[config.mk]
export PLATFORM = sky130hd
export DESIGN_NAME = ram_arb_2p_flat
export DESIGN_NICKNAME = d
export VERILOG_FILES = /design/src/rtl/ram_arb_2p_if.sv /design/src/rtl/ram_arb_2p.sv /design/src/flat_wrapper.sv
export SDC_FILE = /design/constraint.sdc
export NUM_CORES = 1
export LEC_CHECK = 0
export CORE_MARGIN = 4
export CORE_UTILIZATION = 35
export CTS_CLUSTER_DIAMETER = 100
export DETAILED_ROUTE_END_ITERATION = 16
export HOLD_SLACK_MARGIN = 0.12
export PLACE_DENSITY = 0.74
export SYNTH_ARGS = -nofsm -noshare
export SYNTH_HDL_FRONTEND = slang
export SYNTH_SLANG_ARGS = --single-unit
[constraint.sdc]
create_clock -name i_clk -period 3.1 [get_ports i_clk]
set_input_delay 0.31 -clock i_clk [delete_from_list [all_inputs] [get_ports i_clk]]
set_output_delay 0.31 -clock i_clk [all_outputs]
set_load 0.01 [all_outputs]
[src/rtl/ram_arb_2p_if.sv]
// rtl/ram_arb_2p_if.sv - requester-side bus of the two-port RAM arbiter
interface ram_arb_2p_if #(
  parameter int AW = 4,
  parameter int DW = 4
);
  logic          req0, req1;
  logic          wr0, wr1;
  logic [AW-1:0] a0, a1;
  logic [DW-1:0] d0, d1;
  logic          gnt0, gnt1;
  logic          rvalid0, rvalid1;
  logic [DW-1:0] rdata0, rdata1;
  logic          err0, err1;

  modport master (
    output req0, req1, wr0, wr1, a0, a1, d0, d1,
    input  gnt0, gnt1, rvalid0, rvalid1, rdata0, rdata1, err0, err1
  );

  modport slave (
    input  req0, req1, wr0, wr1, a0, a1, d0, d1,
    output gnt0, gnt1, rvalid0, rvalid1, rdata0, rdata1, err0, err1
  );
endinterface

[src/rtl/ram_arb_2p.sv]
// rtl/ram_arb_2p.sv - two-requester arbiter in front of a single-port RAM
// Optional macro RAM_ARB_FIXED_PRIO_EN: requester 0 always wins, no round-robin pointer.
module ram_arb_2p #(
  parameter int AW    = 4,
  parameter int DW    = 4,
  parameter int DEPTH = 8
) (
  input  logic          i_clk,
  input  logic          i_rst,
  ram_arb_2p_if.slave   io_bus,
  output logic          o_ram_en,
  output logic          o_ram_wr,
  output logic [AW-1:0] o_ram_a,
  output logic [DW-1:0] o_ram_d,
  input  logic [DW-1:0] i_ram_q
);
  localparam logic [AW:0] LP_DEPTH = (AW+1)'(DEPTH);

  logic          w_gnt0, w_gnt1, w_any, w_wr, w_inr;
  logic [AW-1:0] w_a;
  logic [DW-1:0] w_d;

`ifdef RAM_ARB_FIXED_PRIO_EN
  always_comb begin
    w_gnt0 = !i_rst && io_bus.req0;
    w_gnt1 = !i_rst && io_bus.req1 && !io_bus.req0;
  end
`else
  // r_ptr names the favoured requester under contention
  logic r_ptr;

  always_comb begin
    w_gnt0 = !i_rst && io_bus.req0 && (!io_bus.req1 || !r_ptr);
    w_gnt1 = !i_rst && io_bus.req1 && (!io_bus.req0 || r_ptr);
  end

  always_ff @(posedge i_clk) begin
    if (i_rst)       r_ptr <= 1'b0;
    else if (w_gnt0) r_ptr <= 1'b1;
    else if (w_gnt1) r_ptr <= 1'b0;
  end
`endif

  assign w_any = w_gnt0 | w_gnt1;
  assign w_wr  = w_gnt1 ? io_bus.wr1 : io_bus.wr0;
  assign w_a   = w_gnt1 ? io_bus.a1  : io_bus.a0;
  assign w_d   = w_gnt1 ? io_bus.d1  : io_bus.d0;
  assign w_inr = {1'b0, w_a} < LP_DEPTH;

  logic          r_ram_en, r_ram_wr;
  logic [AW-1:0] r_ram_a;
  logic [DW-1:0] r_ram_d;
  logic          r_err0, r_err1;
  logic          r_s1_rd, r_s1_own, r_s1_oor;
  logic          r_rv0, r_rv1, r_s2_oor;

  // Stage 1 issues the RAM command; stage 2 lines up with RAM_Q and returns it to its owner
  always_ff @(posedge i_clk) begin
    if (i_rst) begin
      r_ram_en <= 1'b0;
      r_ram_wr <= 1'b0;
      r_ram_a  <= '0;
      r_ram_d  <= '0;
      r_err0   <= 1'b0;
      r_err1   <= 1'b0;
      r_s1_rd  <= 1'b0;
      r_s1_own <= 1'b0;
      r_s1_oor <= 1'b0;
      r_rv0    <= 1'b0;
      r_rv1    <= 1'b0;
      r_s2_oor <= 1'b0;
    end else begin
      r_ram_en <= w_any & w_inr;
      r_ram_wr <= w_any & w_inr & w_wr;
      if (w_any) begin
        r_ram_a <= w_a;
        r_ram_d <= w_d;
      end
      r_err0   <= w_gnt0 & !w_inr;
      r_err1   <= w_gnt1 & !w_inr;
      r_s1_rd  <= w_any & !w_wr;
      r_s1_own <= w_gnt1;
      r_s1_oor <= !w_inr;
      r_rv0    <= r_s1_rd & !r_s1_own;
      r_rv1    <= r_s1_rd & r_s1_own;
      r_s2_oor <= r_s1_oor;
    end
  end

  assign io_bus.gnt0    = w_gnt0;
  assign io_bus.gnt1    = w_gnt1;
  assign io_bus.err0    = r_err0;
  assign io_bus.err1    = r_err1;
  assign io_bus.rvalid0 = r_rv0;
  assign io_bus.rvalid1 = r_rv1;
  assign io_bus.rdata0  = (r_rv0 && !r_s2_oor) ? i_ram_q : '0;
  assign io_bus.rdata1  = (r_rv1 && !r_s2_oor) ? i_ram_q : '0;

  assign o_ram_en = r_ram_en;
  assign o_ram_wr = r_ram_wr;
  assign o_ram_a  = r_ram_a;
  assign o_ram_d  = r_ram_d;
endmodule
[src/flat_wrapper.sv]
// flat-port wrapper written by rule: the top's interface ports become plain ports
module ram_arb_2p_flat 
#(
  parameter int AW    = 4,
  parameter int DW    = 4,
  parameter int DEPTH = 8
)
  (i_clk, i_rst, o_ram_en, o_ram_wr, o_ram_a, o_ram_d, i_ram_q, io_bus_req0, io_bus_req1, io_bus_wr0, io_bus_wr1, io_bus_a0, io_bus_a1, io_bus_d0, io_bus_d1, io_bus_gnt0, io_bus_gnt1, io_bus_rvalid0, io_bus_rvalid1, io_bus_rdata0, io_bus_rdata1, io_bus_err0, io_bus_err1);
  ram_arb_2p_if #(.AW(AW), .DW(DW)) io_bus_i ();
  input  logic i_clk;
  input  logic i_rst;
  output logic o_ram_en;
  output logic o_ram_wr;
  output logic [AW-1:0] o_ram_a;
  output logic [DW-1:0] o_ram_d;
  input  logic [DW-1:0] i_ram_q;
  input wire logic [$bits(io_bus_i.req0)-1:0] io_bus_req0;
  input wire logic [$bits(io_bus_i.req1)-1:0] io_bus_req1;
  input wire logic [$bits(io_bus_i.wr0)-1:0] io_bus_wr0;
  input wire logic [$bits(io_bus_i.wr1)-1:0] io_bus_wr1;
  input wire logic [$bits(io_bus_i.a0)-1:0] io_bus_a0;
  input wire logic [$bits(io_bus_i.a1)-1:0] io_bus_a1;
  input wire logic [$bits(io_bus_i.d0)-1:0] io_bus_d0;
  input wire logic [$bits(io_bus_i.d1)-1:0] io_bus_d1;
  output wire logic [$bits(io_bus_i.gnt0)-1:0] io_bus_gnt0;
  output wire logic [$bits(io_bus_i.gnt1)-1:0] io_bus_gnt1;
  output wire logic [$bits(io_bus_i.rvalid0)-1:0] io_bus_rvalid0;
  output wire logic [$bits(io_bus_i.rvalid1)-1:0] io_bus_rvalid1;
  output wire logic [$bits(io_bus_i.rdata0)-1:0] io_bus_rdata0;
  output wire logic [$bits(io_bus_i.rdata1)-1:0] io_bus_rdata1;
  output wire logic [$bits(io_bus_i.err0)-1:0] io_bus_err0;
  output wire logic [$bits(io_bus_i.err1)-1:0] io_bus_err1;
  assign io_bus_i.req0 = io_bus_req0;
  assign io_bus_i.req1 = io_bus_req1;
  assign io_bus_i.wr0 = io_bus_wr0;
  assign io_bus_i.wr1 = io_bus_wr1;
  assign io_bus_i.a0 = io_bus_a0;
  assign io_bus_i.a1 = io_bus_a1;
  assign io_bus_i.d0 = io_bus_d0;
  assign io_bus_i.d1 = io_bus_d1;
  assign io_bus_gnt0 = io_bus_i.gnt0;
  assign io_bus_gnt1 = io_bus_i.gnt1;
  assign io_bus_rvalid0 = io_bus_i.rvalid0;
  assign io_bus_rvalid1 = io_bus_i.rvalid1;
  assign io_bus_rdata0 = io_bus_i.rdata0;
  assign io_bus_rdata1 = io_bus_i.rdata1;
  assign io_bus_err0 = io_bus_i.err0;
  assign io_bus_err1 = io_bus_i.err1;
  ram_arb_2p #(.AW(AW), .DW(DW), .DEPTH(DEPTH)) u_core (.i_clk(i_clk), .i_rst(i_rst), .io_bus(io_bus_i), .o_ram_en(o_ram_en), .o_ram_wr(o_ram_wr), .o_ram_a(o_ram_a), .o_ram_d(o_ram_d), .i_ram_q(i_ram_q));
endmodule
==> Yosys cells after proc, flatten, opt, wreduce, memory -nomap -nowiden <==
Index checks and enable logic that the tools add are counted.
{ "word_totals": {"output_inout_bits": 24, "wordCells": 46, "input_bits": 26, "reg_bits": 19} }
{ "classes": {"n_reduce_logical": 17, "n_lt_le_gt_ge": 1, "bitwise": 8, "mux": 7} }
{ "ops": {"columns": ["cell", "count"], "rows": [
  ["2-to-1 mux 4 bit", 4],
  ["logical NOT 1 bit", 8],
  ["AND 1 bit", 7],
  ["logical AND 1 bit", 6],
  ["< comparator 4 bit (second input constant)", 1],
  ["2-to-1 mux 1 bit", 3],
  ["logical OR 1 bit", 2],
  ["nonzero test 2 bit", 1],
  ["bitwise OR 1 bit", 1]
]} }

==> Depth between registers and ports, before layout <==
{ "depth": {"word_depth": 7, "ltp_mapped": 5, "depth_no_buf": 4} }

==> Worst setup path after synthesis <==
Ideal clock, no wire load.
{ "synth_path": {"kind": "input port to output port", "from": "input i_rst", "to": "output io_bus_gnt0", "n_path_buf": 2, "path_slack_ns": 1.876, "t_required_ns": 2.790, "arrival_ns": 0.914, "cell_stages": 3, "path_cell_list": "buf_4 -> buf_4 -> a211oi_2"} }
{ "synth_between": {"elab_chain_cells": 3} }
{ "synth_lines": {"columns": ["element", "line", "text"], "rows": [
  ["start: declaration", "flat_wrapper.sv:11", "input logic i_rst;"],
  ["logical NOT 1 bit", "ram_arb_2p.sv:33", "w_gnt0 = !i_rst && io_bus.req0 && (!io_bus.req1 || !r_ptr);"],
  ["logical AND 1 bit (2 in a row)", "ram_arb_2p.sv:33", null],
  ["end: declaration", "flat_wrapper.sv:25", "output wire logic [$bits(io_bus_i.gnt0)-1:0] io_bus_gnt0;"]
]} }
Every way passes these cells.

==> Worst setup path after layout <==
{ "layout_path": {"from": "input io_bus_req1", "to": "output io_bus_gnt1"} }
{ "layout_between": {"elab_chain_cells": 2} }
{ "layout_lines": {"columns": ["element", "line", "text"], "rows": [
  ["start: declaration", "flat_wrapper.sv:18", "input wire logic [$bits(io_bus_i.req1)-1:0] io_bus_req1;"],
  ["logical AND 1 bit (2 in a row)", "ram_arb_2p.sv:34", "w_gnt1 = !i_rst && io_bus.req1 && (!io_bus.req0 || r_ptr);"],
  ["end: declaration", "flat_wrapper.sv:26", "output wire logic [$bits(io_bus_i.gnt1)-1:0] io_bus_gnt1;"]
]} }
Every way passes these cells.

==> results by group <==
Run status
  • Status: complete, no violations

Synthesis
  • Register area share after synthesis: 0.4324
  • Number of flops mapped to enable cells by yosys: 0
  • Post-synthesis cell type count: 27
  • #FFs+latches synth: 19
  • Post-synth top flop: dfxtp_1
  • Syn. warnings: 0
  • Synthesized area: 879.6 um2
  • Synthesized Nets: approximately 110
  • Mapped Avg Cell Area: a little over 10 um2
  • Syn Inst Count: 86
  • Ys async rst share: 0

STA
  • Crit share post-route: 0.7536
  • Final Slew Violations: 0
  • RSZ-0062 raised after global routing: no
  • Final hold violation count: 0
  • Setup TNS: 0 ns
  • Fin Clk Skew: around 0.0031 ns
  • Worst slew margin: 0.6454
  • Hold Worst Slack: between 0.4 and 0.5 ns
  • Minimum clock period after layout: 2.336 ns
  • Slew @ Worst Pin: 0.5312 ns
  • Max Clock Freq: between 400 and 500 MHz
  • Final setup vio count: 0

Power and ir drop
  • Peak supply drop: between 300 and 400 uV
  • Pwr/cell area: roughly 360 mW/mm2
  • Switching Power: between 100 and 150 uW
  • Internal: ~380 uW
  • Leak: between 0.0005 and 0.0006 uW
  • Gate power share: 0.234
  • Sw Ratio: 0.2586
  • Tot Pwr: approximately 500 uW
  • Share of total power in the clock network: 0.240
  • Sequential share of power: 0.526

Clock tree
  • Root buffer cell: clkbuf_4
  • Clk pin slew, worst setup/hold paths: 0.10 ns
  • Post-CTS sizing: 0
  • CTS Hold Buffers Added: 0
  • H-tree Lvls: 1
  • Number of CTS-inserted buffers: 3
  • Clock Latency Late Sink: approximately 0.3 ns
  • CTS tree: done
  • Clock sink total: 19
  • Max clock buf depth: 2
  • Post-CTS setup repair buffer count: 0

Finish
  • Layout cells sized above 1: 0.1533
  • N_diodes: 0
  • Register area: between 300 and 400 um2
  • Layout net count: approximately 160
  • Multi-input gate area in the final layout: roughly 430 um2
  • P&R area growth vs syn: 61.45%
  • # fillers: 210

Place
  • Port buffer count: slightly below 50
  • Detail Placement HPWL: between 1500 and 2000 um
  • Gpl congestion: 0.8264

Critical path
  • CP Capture Type: primary output
  • Worst Path Required: between 2 and 3 ns
  • Critical Path AT: about 2 ns
  • CP max-delay cell: clkdlybuf4s50_1
  • Critical Path Start Type: input port
  • WS Path Type: input port to primary output
  • CP max FO: 14
  • Crit. Startpoint: io_bus_req1
  • Crit-path max cell delay: between 0.5 and 0.6 ns
  • CP most frequent cell: clkdlybuf4s50_1
  • CP cell instances: clkdlybuf4s50_1 -> buf_4 -> nor2b_2 -> nand2_2 -> inv_2 -> clkdlybuf4s50_1
  • R2r startpoint: u_core.r_ptr

Die
  • Row cnt: 17
  • Die Y: 58.13 um
  • Core area: roughly 0.0023 mm2
  • Initial Utilization: 0.3829
  • I/O pins: 50
  • Full die area: ~0.0034 mm2
  • Chip width: between 50 and 60 um

Global routing
  • Largest net degree at the start of global routing: 15
  • GRT overflow: 0
  • Total Routing Usage GR: 0.1368
  • First-pass GRT wire length: ~3500 um
  • Antenna violations before repair: 0
  • Number of global-route vias before repair: 790

Detailed routing
  • Vias post-DR: 812
  • Avg WL per Cell: about 13 um
  • Final ANT Viol Nets: 0
  • Initial DRC count: 13
  • DRC Markers: 0
  • TritonRoute pass-1 iters: 4
  • Via density: about 4.9
  • Final wirelength: 2224 um

Flow run
  • Max_cap viols: 0

Hold path
  • Hold Path Class: register to register
  • Worst Hold Launch: u_core.r_s1_own
## synth_stat cells, drive strengths merged (2+ instances only)
library cell | number | area [um2]
nor2 | 2 | 7.510
a21boi | 2 | 15.01
buf | 3 | 20.01
nand2b | 3 | 21.27
o21ai | 2 | 10.00
nor2b | 6 | 40.04
and2 | 8 | 50.05
a21oi | 2 | 10.01
a221o | 7 | 70.07
inv | 12 | 45.05
a2111oi | 8 | 120.1
and3 | 3 | 18.77
dfxtp | 19 | 380.4
## state kept, by name, summed over array words and instances (netlist names)
signal,count
u_core.io_bus.err0,1
u_core.io_bus.err1,1
u_core.io_bus.rvalid0,1
u_core.io_bus.rvalid1,1
u_core.o_ram_a,4
u_core.o_ram_d,4
u_core.o_ram_en,1
u_core.o_ram_wr,1
u_core.r_ptr,1
u_core.r_s1_oor,1
u_core.r_s1_own,1
u_core.r_s1_rd,1
u_core.r_s2_oor,1
## worst paths after layout
check / to / slack, ns / cells past startpoint
worst max register to register: u_core.r_s1_rd / 1.62 / 3
worst min-delay path: u_core.io_bus.rvalid0 / 0.42 / 1
worst max-delay path: io_bus_gnt1 / 0.76 / 6
worst min register to register: u_core.io_bus.rvalid0 / 0.42 / 1
## placed cells by master (no fill, tap or decap), drive strengths merged
master / instances
a2111oi: 8
nor3: 1
clkinv: 1
a31oi: 1
dfxtp: 19
clkdlybuf4s50: 49
nand4b: 1
buf: 2
and2: 8
nand3: 1
clkbuf: 3
nor2b: 6
nor2: 2
nand2: 1
nand2b: 3
o31ai: 1
a21boi: 2
nor3b: 1
a211oi: 1
and3: 3
inv: 12
o21ai: 2
a21oi: 2
a221o: 7
## power groups by stage
| stage | clock [uW] | sequential (uW) | combinational (uW) |
|---|---|---|---|
| after floorplan | 0 | 277 | 49.2 |
| after global placement | 0 | 275 | 120 |
| after detailed placement | 0 | 276 | 121 |
| after CTS | 131 | 270 | 122 |
| after global routing | 137 | 273 | 130 |
| final | 123 | 270 | 120 |
## critical path, delay by kind of cell
| kind | cells | cell delay, ns |
|---|---|---|
| AND/OR/NAND/NOR | 2 | 0.36 |
| buffers and inverters | 4 | 1.36 |
## through the flow
stage               std cells    util  instance area [um2]  setup slack (ns)
floorplan                  86       -                879.6             1.876
global placement          161  0.6062                 1393            0.7968
detailed placement        161  0.6062                 1393            0.7578
CTS                       165  0.6182                 1420            0.7514
global route              165  0.6182                 1420            0.6548
finish                    165  0.6182                 1420            0.7638
## kinds of logic after synthesis
group,share of synthesized area
simple gates,0.1992
flops,0.4324
compound gates,0.2859
buf+inv,0.08250
## area by class of cell
cell class                 instances  share of cell area
timing repair buffer              51              0.3559
multi-input combinational         51              0.3004
sequential                        19              0.2678
inverter                          12             0.03172
tap                               28             0.02467
clock buffer                       3             0.01586
clock inverter                     1            0.003524
## metal layers
layer | track usage | wire (um)
met1 | 0.1503 | 828
met2 | 0.2387 | 1121
met3 | 0.05791 | 243
met4 | 0.03974 | 29
met5 | 0 | 0
Note: power is estimated with default switching activity, not from simulation.
